File: config.mk
export PLATFORM = sky130hd
export DESIGN_NAME = alu_seq_flat
export DESIGN_NICKNAME = d
export VERILOG_FILES = /design/src/rtl/alu_seq_pkg.sv /design/src/rtl/alu_seq_if.sv /design/src/rtl/alu_seq_iter.sv /design/src/rtl/alu_seq.sv /design/src/flat_wrapper.sv
export SDC_FILE = /design/constraint.sdc
export NUM_CORES = 1
export LEC_CHECK = 0
export BUFFER_PORTS_ARGS = -buffer_cell sky130_fd_sc_hd__buf_2
export CAP_MARGIN = 20
export CELL_PAD_IN_SITES_DETAIL_PLACEMENT = 1
export CELL_PAD_IN_SITES_GLOBAL_PLACEMENT = 1
export CORE_MARGIN = 2
export CORE_UTILIZATION = 46
export DETAILED_ROUTE_END_ITERATION = 10
export PLACE_DENSITY = 0.92
export SYNTH_ARGS = -nofsm -noshare
export SYNTH_HDL_FRONTEND = slang
export SYNTH_HIERARCHICAL = 1
export SYNTH_SLANG_ARGS = --single-unit
File: constraint.sdc
create_clock -name clk -period 3 [get_ports clk]
set_input_delay 0.6 -clock clk [delete_from_list [all_inputs] [get_ports clk]]
set_output_delay 0.6 -clock clk [all_outputs]
set_load 0.03 [all_outputs]
File: src/rtl/alu_seq_pkg.sv
// alu_seq_pkg: shared constants for the sequential ALU.
//   - OP_* : 4-bit operation encodings presented on the op input.
//   - ST_* : FSM state encodings for the top-level controller.
//   - needs_iter() : true when an accepted operation must run on the
//     multi-cycle MUL/DIV datapath instead of completing in one cycle.
package alu_seq_pkg;

  localparam logic [3:0] OP_ADD  = 4'd0;
  localparam logic [3:0] OP_SUB  = 4'd1;
  localparam logic [3:0] OP_AND  = 4'd2;
  localparam logic [3:0] OP_OR   = 4'd3;
  localparam logic [3:0] OP_XOR  = 4'd4;
  localparam logic [3:0] OP_NOTA = 4'd5;
  localparam logic [3:0] OP_MUL  = 4'd6;
  localparam logic [3:0] OP_DIV  = 4'd7;
  localparam logic [3:0] OP_SHL  = 4'd8;
  localparam logic [3:0] OP_SHR  = 4'd9;

  localparam logic [1:0] ST_IDLE = 2'd0;
  localparam logic [1:0] ST_CALC = 2'd1;
  localparam logic [1:0] ST_DONE = 2'd2;

  // Divide-by-zero is resolved immediately, so it never enters the iterator.
  function automatic logic needs_iter(input logic [3:0] op, input logic b_zero);
    return (op == OP_MUL) || ((op == OP_DIV) && !b_zero);
  endfunction

endpackage

File: src/rtl/alu_seq_if.sv
// alu_seq_if: request/response bundle of the sequential ALU.
//   Request : in_valid, in_ready, a, b, op
//   Response: out_valid, out_ready, yl, yh, err
//   master = producer of operands / consumer of results, slave = the ALU.
interface alu_seq_if #(
  parameter int WIDTH = 8
) ();

  logic             in_valid;
  logic             in_ready;
  logic [WIDTH-1:0] a;
  logic [WIDTH-1:0] b;
  logic [3:0]       op;
  logic             out_valid;
  logic             out_ready;
  logic [WIDTH-1:0] yl;
  logic [WIDTH-1:0] yh;
  logic             err;

  modport master (
    output in_valid, a, b, op, out_ready,
    input  in_ready, out_valid, yl, yh, err
  );

  modport slave (
    input  in_valid, a, b, op, out_ready,
    output in_ready, out_valid, yl, yh, err
  );

endinterface

File: src/rtl/alu_seq_iter.sv
// alu_seq_iter: iterative MUL (shift-add) / DIV (restoring) datapath.
//   clk, rst : clock, synchronous active-high reset
//   start    : load operands and begin WIDTH iterations
//   mode     : 0 = multiply, 1 = divide (sampled with start)
//   a, b     : unsigned operands (sampled with start)
//   lo, hi   : MUL -> product low/high; DIV -> quotient/remainder
//   done     : iteration counter is zero (result valid once started)
// Both modes share one 2*WIDTH register: the low half holds the multiplier
// (MUL) or the dividend being consumed MSB first (DIV); the high half
// accumulates the partial product or the running remainder.
module alu_seq_iter
  import alu_seq_pkg::*;
#(
  parameter int WIDTH = 8
) (
  input  logic             clk,
  input  logic             rst,
  input  logic             start,
  input  logic             mode,
  input  logic [WIDTH-1:0] a,
  input  logic [WIDTH-1:0] b,
  output logic [WIDTH-1:0] lo,
  output logic [WIDTH-1:0] hi,
  output logic             done
);

  localparam int CNT_W = $clog2(WIDTH + 1);

  logic [2*WIDTH-1:0] acc_reg;
  logic [2*WIDTH-1:0] acc_next;
  logic [WIDTH-1:0]   opnd_reg;
  logic               mode_reg;
  logic [CNT_W-1:0]   cnt_reg;
  logic [WIDTH:0]     mul_sum;
  logic [WIDTH:0]     div_shift;
  logic [WIDTH:0]     div_diff;

  always_comb begin
    // MUL: add multiplicand when the current multiplier LSB is set,
    // then shift the whole accumulator right (carry enters from the top).
    mul_sum   = {1'b0, acc_reg[2*WIDTH-1:WIDTH]}
              + (acc_reg[0] ? {1'b0, opnd_reg} : '0);
    // DIV: remainder shifted left with the next dividend bit appended.
    div_shift = acc_reg[2*WIDTH-1:WIDTH-1];
    div_diff  = div_shift - {1'b0, opnd_reg};
    if (!mode_reg) begin
      acc_next = {mul_sum, acc_reg[WIDTH-1:1]};
    end else if (!div_diff[WIDTH]) begin
      acc_next = {div_diff[WIDTH-1:0], acc_reg[WIDTH-2:0], 1'b1};
    end else begin
      // Trial subtraction went negative: restore, quotient bit 0.
      acc_next = {div_shift[WIDTH-1:0], acc_reg[WIDTH-2:0], 1'b0};
    end
  end

  always_ff @(posedge clk) begin
    if (rst) begin
      acc_reg  <= '0;
      opnd_reg <= '0;
      mode_reg <= 1'b0;
      cnt_reg  <= '0;
    end else if (start) begin
      acc_reg  <= {{WIDTH{1'b0}}, (mode ? a : b)};
      opnd_reg <= mode ? b : a;
      mode_reg <= mode;
      cnt_reg  <= CNT_W'(WIDTH);
    end else if (cnt_reg != '0) begin
      acc_reg  <= acc_next;
      cnt_reg  <= cnt_reg - 1'b1;
    end
  end

  assign lo   = acc_reg[WIDTH-1:0];
  assign hi   = acc_reg[2*WIDTH-1:WIDTH];
  assign done = (cnt_reg == '0);

endmodule

File: src/rtl/alu_seq.sv
// alu_seq: handshaked ALU with a double-width result.
//   clk, rst : clock, synchronous active-high reset
//   bus      : alu_seq_if.slave
//              in_valid/in_ready/a/b/op -> one request, accepted only in IDLE
//              out_valid/out_ready/yl/yh/err -> result, held until out_ready
// Single-cycle ops are computed combinationally from the request and
// registered at the accept edge. MUL and DIV (b != 0) run on alu_seq_iter.
module alu_seq
  import alu_seq_pkg::*;
#(
  parameter int WIDTH = 8
) (
  input  logic     clk,
  input  logic     rst,
  alu_seq_if.slave bus
);

  localparam int SH_W = $clog2(WIDTH);

  logic [1:0]         state_reg, state_next;
  logic [WIDTH-1:0]   yl_reg, yl_next;
  logic [WIDTH-1:0]   yh_reg, yh_next;
  logic               err_reg, err_next;
  logic               accept;
  logic               iter_start;
  logic [WIDTH-1:0]   iter_lo, iter_hi;
  logic               iter_done;
  logic [WIDTH:0]     add_full, sub_full;
  logic [2*WIDTH-1:0] shl_full;
  logic [WIDTH-1:0]   sc_yl, sc_yh;
  logic               sc_err;

  // Single-cycle results
  always_comb begin
    add_full = {1'b0, bus.a} + {1'b0, bus.b};
    sub_full = {1'b0, bus.a} - {1'b0, bus.b};
    shl_full = {{WIDTH{1'b0}}, bus.a} << bus.b[SH_W-1:0];
    sc_yl    = '0;
    sc_yh    = '0;
    sc_err   = 1'b0;
    case (bus.op)
      OP_ADD:  begin sc_yl = add_full[WIDTH-1:0]; sc_yh = {{(WIDTH-1){1'b0}}, add_full[WIDTH]}; end
      OP_SUB:  begin sc_yl = sub_full[WIDTH-1:0]; sc_yh = {{(WIDTH-1){1'b0}}, sub_full[WIDTH]}; end
      OP_AND:  sc_yl = bus.a & bus.b;
      OP_OR:   sc_yl = bus.a | bus.b;
      OP_XOR:  sc_yl = bus.a ^ bus.b;
      OP_NOTA: sc_yl = ~bus.a;
      OP_MUL:  sc_yl = '0;  // always iterative; this path is never selected
      OP_DIV:  begin        // only reached for b == 0
        sc_yl  = '1;
        sc_yh  = bus.a;
        sc_err = 1'b1;
      end
      OP_SHL:  begin sc_yl = shl_full[WIDTH-1:0]; sc_yh = shl_full[2*WIDTH-1:WIDTH]; end
      OP_SHR:  sc_yl = bus.a >> bus.b[SH_W-1:0];
      default: sc_err = 1'b1;
    endcase
  end

  assign accept     = (state_reg == ST_IDLE) && bus.in_valid;
  assign iter_start = accept && needs_iter(bus.op, (bus.b == '0));

  alu_seq_iter #(.WIDTH(WIDTH)) u_iter (
    .clk   (clk),
    .rst   (rst),
    .start (iter_start),
    .mode  (bus.op == OP_DIV),
    .a     (bus.a),
    .b     (bus.b),
    .lo    (iter_lo),
    .hi    (iter_hi),
    .done  (iter_done)
  );

  always_comb begin
    state_next = state_reg;
    yl_next    = yl_reg;
    yh_next    = yh_reg;
    err_next   = err_reg;
    case (state_reg)
      ST_IDLE: begin
        if (iter_start) begin
          state_next = ST_CALC;
        end else if (accept) begin
          state_next = ST_DONE;
          yl_next    = sc_yl;
          yh_next    = sc_yh;
          err_next   = sc_err;
        end
      end
      ST_CALC: begin
        // Counter is non-zero in the first CALC cycle, so this waits out
        // all WIDTH iteration steps before capturing.
        if (iter_done) begin
          state_next = ST_DONE;
          yl_next    = iter_lo;
          yh_next    = iter_hi;
          err_next   = 1'b0;
        end
      end
      ST_DONE: begin
        if (bus.out_ready) state_next = ST_IDLE;
      end
      default: state_next = ST_IDLE;
    endcase
  end

  always_ff @(posedge clk) begin
    if (rst) begin
      state_reg <= ST_IDLE;
      yl_reg    <= '0;
      yh_reg    <= '0;
      err_reg   <= 1'b0;
    end else begin
      state_reg <= state_next;
      yl_reg    <= yl_next;
      yh_reg    <= yh_next;
      err_reg   <= err_next;
    end
  end

  assign bus.in_ready  = (state_reg == ST_IDLE);
  assign bus.out_valid = (state_reg == ST_DONE);
  assign bus.yl        = yl_reg;
  assign bus.yh        = yh_reg;
  assign bus.err       = err_reg;

endmodule

File: src/flat_wrapper.sv
// flat-port wrapper written by rule: the top's interface ports become plain ports
module alu_seq_flat import alu_seq_pkg::*;
#(
  parameter int WIDTH = 8
)
  (clk, rst, bus_in_valid, bus_a, bus_b, bus_op, bus_out_ready, bus_in_ready, bus_out_valid, bus_yl, bus_yh, bus_err);
  alu_seq_if #(.WIDTH(WIDTH)) bus_i ();
  input  logic clk;
  input  logic rst;
  input wire logic [$bits(bus_i.in_valid)-1:0] bus_in_valid;
  input wire logic [$bits(bus_i.a)-1:0] bus_a;
  input wire logic [$bits(bus_i.b)-1:0] bus_b;
  input wire logic [$bits(bus_i.op)-1:0] bus_op;
  input wire logic [$bits(bus_i.out_ready)-1:0] bus_out_ready;
  output wire logic [$bits(bus_i.in_ready)-1:0] bus_in_ready;
  output wire logic [$bits(bus_i.out_valid)-1:0] bus_out_valid;
  output wire logic [$bits(bus_i.yl)-1:0] bus_yl;
  output wire logic [$bits(bus_i.yh)-1:0] bus_yh;
  output wire logic [$bits(bus_i.err)-1:0] bus_err;
  assign bus_i.in_valid = bus_in_valid;
  assign bus_i.a = bus_a;
  assign bus_i.b = bus_b;
  assign bus_i.op = bus_op;
  assign bus_i.out_ready = bus_out_ready;
  assign bus_in_ready = bus_i.in_ready;
  assign bus_out_valid = bus_i.out_valid;
  assign bus_yl = bus_i.yl;
  assign bus_yh = bus_i.yh;
  assign bus_err = bus_i.err;
  alu_seq #(.WIDTH(WIDTH)) u_core (.clk(clk), .rst(rst), .bus(bus_i));
endmodule
=== Word-level counts from Yosys, hierarchy flattened ===
Cells that the tools add are included.

* RAM bits: 0
* Register bits: 48
* Bits of input ports: 24
* Memories kept: 0
* Bits in latches: 0
* Logic and storage cells: 82
* Output and inout port bits: 19
* ROM bits: 0

* Order comparisons: 0
* Multiplexer cells: 29
* Bitwise gates (word level): 4
* Reduce and logical (&&, ||, !) cells: 16
* Eq/ne operators: 16
* Shift operators: 2
* Multiply operators: 0
* Div/mod/pow operators: 0
* $add $sub $neg: 5

{| class="wikitable"
|+ Operators by type and width
! operator !! count
|-
| 8-bit 2-to-1 mux || 11
|-
| 8-bit one-hot mux with 9 select lines || 1
|-
| 16-bit 2-to-1 mux || 2
|-
| 8-bit one-hot mux with 2 select lines || 2
|-
| 8-bit one-hot mux with 4 select lines || 1
|-
| 8-bit by 8-bit adder with 9-bit output || 2
|-
| 4-bit by 3-bit equality test with 1-bit output, second input constant || 4
|-
| 8-bit by 3-bit left shift with 16-bit output || 1
|-
| 9-bit OR reduction || 1
|-
| 8-bit by 8-bit subtractor with 9-bit output || 1
|-
| 9-bit by 8-bit subtractor with 9-bit output || 1
|-
| 8-bit AND || 1
|-
| 4-bit by 2-bit equality test with 1-bit output, second input constant || 2
|-
| 4-bit equality test, second input constant || 2
|-
| 4-bit zero test || 2
|-
| 8-bit zero test || 1
|-
| 2-bit 2-to-1 mux || 4
|-
| 4-bit 2-to-1 mux || 2
|-
| 8-bit NOT || 1
|-
| 8-bit bitwise OR || 1
|-
| 8-bit by 3-bit >> shifter with 8-bit output || 1
|-
| 8-bit bitwise XOR || 1
|-
| 2-bit one-hot mux with 3 select lines || 1
|-
| 4-bit by 1-bit equality test with 1-bit output, second input constant || 1
|-
| other kinds (17) || 25
|}

=== Depth between registers and ports, before layout ===
Gate-level depths: netlist (run 1).

* Word-level depth: 7
* Gate-level depth with buffers: 12
* Mapped depth without buffers: 10

=== Modules after synthesis ===
Netlist (run 1), hierarchy kept.

{| class="wikitable"
|+ Modules (own cells, without submodules)
! module !! cells each !! area an instance (um^2) !! instances !! sequential area each (um^2)
|-
| alu_seq || 392 || 2872.8 || 1 || 380.4
|-
| alu_seq_iter || 275 || 2255.9 || 1 || 580.6
|}

=== Least setup slack after synthesis (run 1) ===
No wires, ideal clock.

* Kind: register to register
* From: register u_core.u_iter.cnt_reg[0]
* To: register u_core.yl_reg[1], in the netlist u_core/bus.yl[1]
* Data arrival time: 2620 ps
* Slack: 248 ps
* Cell stages (with the launch flop): 12
* Path buffers: 3
* Setup time: 131 ps
* Cells stage by stage: dfxtp_1 > inv_1 > ha_1 > or3b_2 > clkbuf_1 > inv_1 > clkbuf_1 > a21oi_1 > or3_4 > buf_6 > a2111oi_2 > nor3_1

* Cells in the longest elaborated chain, start to end: 3

{| class="wikitable"
|+ Ends and longest elaborated chain
! element !! line !! text
|-
| start, declared || alu_seq_iter.sv:33 || <nowiki>logic [CNT_W-1:0] cnt_reg;</nowiki>
|-
| start signal, assigned || alu_seq_iter.sv:66 || <nowiki>cnt_reg <= CNT_W'(WIDTH);</nowiki>
|-
| start signal, assigned || alu_seq_iter.sv:69 || <nowiki>cnt_reg <= cnt_reg - 1'b1;</nowiki>
|-
| 4-bit zero test || alu_seq_iter.sv:75 || <nowiki>assign done = (cnt_reg == '0);</nowiki>
|-
| via u_core.iter_done || alu_seq.sv:27 || <nowiki>logic iter_done;</nowiki>
|-
| 2-bit by 1-bit != test with 1-bit output (no source line) || -- ||
|-
| 4-bit AND reduction (no source line) || -- ||
|-
| end signal, assigned || alu_seq.sv:116 || <nowiki>yl_reg <= yl_next;</nowiki>
|-
| end, declared || alu_seq.sv:21 || <nowiki>logic [WIDTH-1:0] yl_reg, yl_next;</nowiki>
|}

The timed path passes the listed nets, and every way through them passes these cells.
A chain may end at the register's enable or synchronous reset.

=== Worst setup path in the final report (run 1) ===
* From: register u_core.u_iter.acc_reg[7]
* To: register u_core.u_iter.acc_reg[11]

* Cells in the longest elaborated chain, start to end: 3

{| class="wikitable"
|+ Ends and longest elaborated chain
! element !! line !! text
|-
| start, declared || alu_seq_iter.sv:29 || <nowiki>logic [2*WIDTH-1:0] acc_reg;</nowiki>
|-
| start signal, assigned || alu_seq_iter.sv:63 || <nowiki>acc_reg <= {{WIDTH{1'b0}}, (mode ? a : b)};</nowiki>
|-
| start signal, assigned || alu_seq_iter.sv:68 || <nowiki>acc_reg <= acc_next;</nowiki>
|-
| 9-bit by 8-bit subtractor with 9-bit output || alu_seq_iter.sv:45 || <nowiki>div_diff = div_shift - {1'b0, opnd_reg};</nowiki>
|-
| 16-bit 2-to-1 mux || alu_seq_iter.sv:48 || <nowiki>end else if (!div_diff[WIDTH]) begin</nowiki>
|-
| 16-bit 2-to-1 mux || alu_seq_iter.sv:46 || <nowiki>if (!mode_reg) begin</nowiki>
|}

Every way passes these cells.

==> results.json, run 1 <==
{
  "status": "complete, no violations",
  "hold_violations": 0,
  "cp.arrival_ns": 3.18,
  "finalMaxSlewViolations": 0,
  "vias": 5759,
  "rsz0062_at_grt": "false",
  "synthTopCellsByCount": "74 x nor2_1, 48 x dfxtp_1, 44 x inv_1",
  "reg2reg_depth": 9,
  "fin_crit_ns": 2.95,
  "worst-path-buf-inv": 1,
  "cts_tree": "done",
  "wl_per_cell_um": 24.0,
  "yosys.area_share.simple_pct": 21.1,
  "die_y_um": 110,
  "synthMuxAreaShare_pct": 10.3,
  "largest_reg_flops": 16,
  "critPathKind": "reg2reg",
  "dpl.hpwl_um": 15600,
  "fin_nets": 782,
  "grt-ovfl-total": 0,
  "finalPower_mw": 3.39,
  "grt_max_degree": 39,
  "grt_pass1_wl_um": 31500,
  "finalCritPeriodShare_pct": 98.4,
  "p_per_area_mw_per_mm2": 588,
  "yosys_warnings": 6,
  "synth_top_family_by_area": "compound AO/OA/AOI/OAI gates",
  "cts_root_buf": "clkbuf_8",
  "grt_pass1_vias": 5659,
  "synth_edf_count": 0,
  "antenna_left": 0,
  "ioPinCount": 43,
  "core_mm2": 0.0108,
  "tns_ns": 0,
  "start_util_pct": 47.3,
  "gp_routability_congestion": 0.961,
  "drtPass1Iterations": 5,
  "synth_nets": 737,
  "reg2reg_slack_ns": 0.05,
  "yosysMostFrequentCell": "nor2_1",
  "fmax_mhz": 339,
  "cts_sinks": 48,
  "start_kind": "flop",
  "synthXorXnorAreaFrac_pct": 2.90,
  "yosys.area.top_type": "dfxtp_1",
  "grt_usage_pct": 34.6,
  "synth_flop_cell": "dfxtp_1",
  "postCtsSetupBuffers": 0,
  "htreeDepth": 2,
  "skew_ns": 0.0125,
  "dpl_cell_area_mm2": 0.00564,
  "path_max_fanout": 5,
  "synth_compound_area_share_pct": 27.5,
  "reg2reg_from": "u_core/u_iter/acc_reg[7]$_SDFFE_PP0P_",
  "worstSetupEndpoint": "u_core/u_iter/acc_reg[11]$_SDFFE_PP0N_",
  "rows": 38,
  "io_buffers": 42,
  "slew_headroom_pct": 56.9,
  "drt_iter0_drc": 527,
  "async_flop_share_pct": 0,
  "synth.distinct_cells": 70,
  "drive_gt1_share_pct": 16.5,
  "die_area_mm2": 0.0120,
  "mappedNetlistArea_mm2": 0.00513,
  "clk_latency_ns": 0.33,
  "synth_fa_ha_area_share_pct": 11.8,
  "ys_ff_latch": 48,
  "slowest_stage": "fa_1",
  "diodes": 0,
  "cp.depth": 9,
  "holdWs_ns": 0.468,
  "cp_top_family": "compound AO/OA/AOI/OAI gates",
  "cp-end-kind": "flop",
  "avgSynthCellArea_um2": 7.69,
  "cellLeakagePower_nw": 2.34,
  "route.detailed.drc": 0,
  "startpoint": "u_core/u_iter/acc_reg[7]$_SDFFE_PP0P_",
  "finalInstanceArea_mm2": 0.00576,
  "cap_violations": 0,
  "max_stage_delay_ns": 0.42,
  "vdd_ir_drop_max_v": 0.000442,
  "setup_viol": 0,
  "fp.dieW_um": 110,
  "cp_cell_sequence": "inv_1, ha_1, fa_1, nand2b_4, a211oi_2, mux2_2, or2_1, a311o_1, a2111oi_4",
  "clock_path_buffers": 2,
  "rr_endpoint": "u_core/u_iter/acc_reg[11]$_SDFFE_PP0N_",
  "antenna_found_initial": 0,
  "crit_required_ns": 3.23,
  "wl_um": 20500,
  "ys_seq_area_share_pct": 18.7,
  "via_per_inst": 6.75,
  "syn_inst": 667,
  "cts_buffers": 5,
  "path_clk_slew_ns": 0.11,
  "synth_top_area_share_pct": 18.7,
  "area_growth_pct": 12.4,
  "worst_pin_slew_ns": 0.638,
  "hp-class": "reg2reg",
  "synthTopCellsByArea": "dfxtp_1 19%, ha_1 10%, mux2i_1 7.4%"
}
## cell type report
type                            count  area, µm²
Clock inverter                      2       13.8
Inverter                           45        169
Sequential cell                    48        961
Timing Repair Buffer               88        556
Fill cell                        1374       5080
Multi-Input combinational cell    524       3810
Tap cell                          140        175
Clock buffer                        6       82.6
## metrics by stage
step / util [%] / instances / setup slack [ns]
CTS: 52.9 / 853 / 0.00389
floorplan: - / 667 / 0.248
global route: 53.2 / 853 / 0.00817
finish: 53.2 / 853 / 0.0475
detailed placement: 52.1 / 845 / 0.0654
global placement: 52.1 / 845 / 0.189
## worst min path at each step
stage	start	end	slack (ns)	depth (start not counted)
2_1_floorplan	u_core/u_iter/opnd_reg[2]$_SDFFE_PP0P_	u_core/u_iter/opnd_reg[2]$_SDFFE_PP0P_	0.47	2
3_3_place_gp	u_core/bus.err$_SDFFE_PP0P_	u_core/bus.err$_SDFFE_PP0P_	0.44	2
3_5_place_dp	u_core/bus.err$_SDFFE_PP0P_	u_core/bus.err$_SDFFE_PP0P_	0.45	2
4_1_cts	u_core/bus.err$_SDFFE_PP0P_	u_core/bus.err$_SDFFE_PP0P_	0.47	2
5_1_grt	u_core/bus.err$_SDFFE_PP0P_	u_core/bus.err$_SDFFE_PP0P_	0.52	2
6_report	u_core/bus.err$_SDFFE_PP0P_	u_core/bus.err$_SDFFE_PP0P_	0.47	2
## report_power, final
part | switching, mW | internal [mW] | total, mW
combinational | 1.29 | 0.799 | 2.09
sequential | 0.110 | 0.746 | 0.856
clock | 0.257 | 0.189 | 0.447
total | 1.66 | 1.73 | 3.39
## worst register-to-register path, cell delays in order, from the launching register on
cell	delay (ns)
dfxtp_1	0.37
inv_1	0.06
ha_1	0.23
fa_1	0.42
nand2b_4	0.18
a211oi_2	0.21
mux2_2	0.41
or2_1	0.25
a311o_1	0.35
a2111oi_4	0.37
## timing repair
action | in CTS | in global routing
gates resized for setup | 0 | 3
endpoints found under the setup margin | 0 | 2
hold endpoints to repair | 0 | 0
hold buffers | 0 | 0
## logic make-up (layout without fill, tap and decap cells)
family,after synthesis,in the layout
compound gates,200,200
mux,45,45
xor+xnor,17,17
buf+inv,95,141
simple gates,216,216
flops,48,48
fa+ha+maj,46,46
## routing by layer
metal / GRT usage [%] / up-vias / wire length, µm / part of all wire (%)
met5: 0 / - / 0 / 0
met4: 14.1 / 0 / 745 / 3.6
met3: 7.35 / 69 / 2110 / 10
met2: 54.4 / 341 / 9190 / 45
met1: 45.9 / 2802 / 8450 / 41
li1: - / 2547 / - / -
## layout by cell type, fill, tap and decap left out, types with 8 or more instances in the layout
| master | synthesis | routed |
|---|---|---|
| nor2_1 | 74 | 74 |
| o22ai_1 | 11 | 11 |
| nand2_1 | 35 | 35 |
| nor3_1 | 22 | 22 |
| a311oi_1 | 8 | 8 |
| dfxtp_1 | 48 | 48 |
| a21o_1 | 8 | 8 |
| nor2b_1 | 10 | 10 |
| o21ai_0 | 26 | 26 |
| xnor2_1 | 14 | 14 |
| buf_2 | 11 | 42 |
| mux2i_1 | 38 | 38 |
| a21oi_1 | 33 | 33 |
| o211ai_1 | 10 | 10 |
| buf_4 | 1 | 46 |
| inv_1 | 44 | 44 |
| a211oi_1 | 38 | 36 |
| nand3_1 | 14 | 14 |
| ha_1 | 42 | 42 |
| and2_1 | 11 | 11 |
| a22oi_1 | 8 | 8 |
| nand2b_1 | 11 | 10 |
(Power assumes the default switching activity.)
==> inputs of run 2 (changes only) <==
--- a/config.mk
+++ b/config.mk
@@ -9,6 +9,7 @@
 export CAP_MARGIN = 20
 export CELL_PAD_IN_SITES_DETAIL_PLACEMENT = 1
 export CELL_PAD_IN_SITES_GLOBAL_PLACEMENT = 1
+export CORE_ASPECT_RATIO = 1.5
 export CORE_MARGIN = 2
 export CORE_UTILIZATION = 46
 export DETAILED_ROUTE_END_ITERATION = 10
==> run 2 against run 1 <==
Die area up 0.15%; combinational power about the same; non-clock buffer count down 6; flip-flop and latch count unchanged; register-to-register slack about the same; first-iteration DRC count down 7.2%; sequential share of layout area down 0.11 points; clock skew down 0.0068 ns; highest routed layer unchanged.
==> results.json, run 2 (synthesized netlist as in run 1, its figures left out) <==
{
  "status": "complete, no violations",
  "finalPower_mw": 3.63,
  "route.detailed.drc": 0,
  "ioPinCount": 43,
  "max_stage_delay_ns": 0.37,
  "setup_slack_ns": 0.0515,
  "cellLeakagePower_nw": 2.35,
  "clk_latency_ns": 0.30,
  "cp_cell_sequence": "inv_1, ha_1, fa_2, nand2b_4, a211oi_2, mux2_4, or2_1, a311o_1, a2111oi_2",
  "die_area_mm2": 0.0120,
  "critPathKind": "reg2reg",
  "io_buffers": 42,
  "rr_endpoint": "u_core/u_iter/acc_reg[11]$_SDFFE_PP0N_",
  "path_max_fanout": 5,
  "htreeDepth": 2,
  "wl_per_cell_um": 24.4,
  "finalInstanceArea_mm2": 0.00580,
  "dpl_cell_area_mm2": 0.00561,
  "vdd_ir_drop_max_v": 0.000264,
  "finalMaxSlewViolations": 0,
  "fin_nets": 776,
  "startpoint": "u_core/u_iter/acc_reg[7]$_SDFFE_PP0P_",
  "drt_iter0_drc": 489,
  "fp.dieW_um": 90.2,
  "reg2reg_slack_ns": 0.05,
  "worst-path-buf-inv": 1,
  "drive_gt1_share_pct": 16.0,
  "skew_ns": 0.00564,
  "reg2reg_depth": 9,
  "diodes": 0,
  "mostFrequentLayoutCell": "nor2_1",
  "grt_usage_pct": 34.7,
  "placed_cells": 846,
  "pre_cts_slack_ns": 0.0237,
  "hp-class": "reg2reg",
  "cp-end-kind": "flop",
  "wl_um": 20800,
  "cts_tree": "done",
  "clock_path_buffers": 2,
  "via_per_inst": 6.67,
  "cap_violations": 0,
  "slowest_stage": "dfxtp_1",
  "antenna_left": 0,
  "rows": 47,
  "final_cell_mix": "74 x nor2_1, 48 x dfxtp_1, 44 x inv_1",
  "vias": 5692,
  "gp_routability_congestion": 0.944,
  "cp.depth": 9,
  "grt.met3_usage_pct": 3.00,
  "dpl.hpwl_um": 16000,
  "grt-ovfl-total": 0,
  "holdWs_ns": 0.496,
  "area_growth_pct": 13.1,
  "crit_required_ns": 3.19,
  "grt-busiest-layer": "met2",
  "grt_pass1_wl_um": 32900,
  "grt_pass1_vias": 6130,
  "cp.arrival_ns": 3.13,
  "fillers": 1414,
  "cts_buffers": 5,
  "tns_ns": 0,
  "stdcell_count": 854,
  "slew_headroom_pct": 46.4,
  "postCtsSetupBuffers": 0,
  "cts_sinks": 48,
  "largest_reg_flops": 16,
  "cp_top_family": "compound AO/OA/AOI/OAI gates",
  "min_path_cells": 2,
  "utilization_pct": 53.1,
  "setup_viol": 0,
  "worst_pin_slew_ns": 0.799,
  "start_kind": "flop",
  "finalCritPeriodShare_pct": 98.3,
  "grt_util_met1_pct": 35.8,
  "drtPass1Iterations": 5,
  "grt_max_degree": 32,
  "antenna_found_initial": 0,
  "fmax_mhz": 339,
  "die_y_um": 133,
  "worstSetupEndpoint": "u_core/u_iter/acc_reg[11]$_SDFFE_PP0N_",
  "p_per_area_mw_per_mm2": 626,
  "grt_util_met2_pct": 62.4,
  "path_clk_slew_ns": 0.07,
  "core_mm2": 0.0109,
  "fin_crit_ns": 2.95,
  "hold_violations": 0,
  "cts_root_buf": "clkbuf_16",
  "reg2reg_from": "u_core/u_iter/acc_reg[7]$_SDFFE_PP0P_",
  "start_util_pct": 46.9,
  "rsz0062_at_grt": "false"
}
run 2: worst min-delay path by stage:
stage	to	startpoint
detailed placement	u_core/bus.err$_SDFFE_PP0P_	u_core/bus.err$_SDFFE_PP0P_
CTS	u_core/bus.err$_SDFFE_PP0P_	u_core/bus.err$_SDFFE_PP0P_
global route	u_core/u_iter/opnd_reg[7]$_SDFFE_PP0P_	u_core/u_iter/opnd_reg[7]$_SDFFE_PP0P_
global placement	u_core/bus.err$_SDFFE_PP0P_	u_core/bus.err$_SDFFE_PP0P_
floorplan	u_core/u_iter/opnd_reg[2]$_SDFFE_PP0P_	u_core/u_iter/opnd_reg[2]$_SDFFE_PP0P_
finish	u_core/bus.yh[3]$_SDFFE_PP0P_	u_core/bus.yh[3]$_SDFFE_PP0P_
run 2: tightest hold or removal path: stages, from the launching register on:
cell,delay (ns)
dfxtp_1,0.31
nor2_1,0.09
nor3_1,0.05
run 2: cell type report:
type / count / area [µm²] / area share, %
clock buffer: 6 / 139 / 2.39
tap: 147 / 184 / 3.17
timing repair buffer: 82 / 510 / 8.80
multi-input combinational: 524 / 3800 / 65.5
sequential: 48 / 961 / 16.6
clock inverter: 2 / 38.8 / 0.668
inverter: 45 / 169 / 2.91
run 2: power breakdown:
| part | switching [mW] | internal (mW) | total [mW] |
|---|---|---|---|
| Clock | 0.261 | 0.418 | 0.679 |
| Combinational | 1.30 | 0.789 | 2.09 |
| Sequential | 0.122 | 0.747 | 0.868 |
run 2: per-layer routing:
layer / vias to the layer above / wire [µm]
li1: 2543 / -
met1: 2780 / 7480
met2: 250 / 10500
met3: 119 / 786
met4: 0 / 2050
met5: - / 0
run 2: timing repair:
| item | CTS | global route |
|---|---|---|
| gates resized for setup | 2 | 2 |
| setup endpoints to repair | 1 | 1 |
| hold buffers | 0 | 0 |
| pin swaps | 0 | 0 |
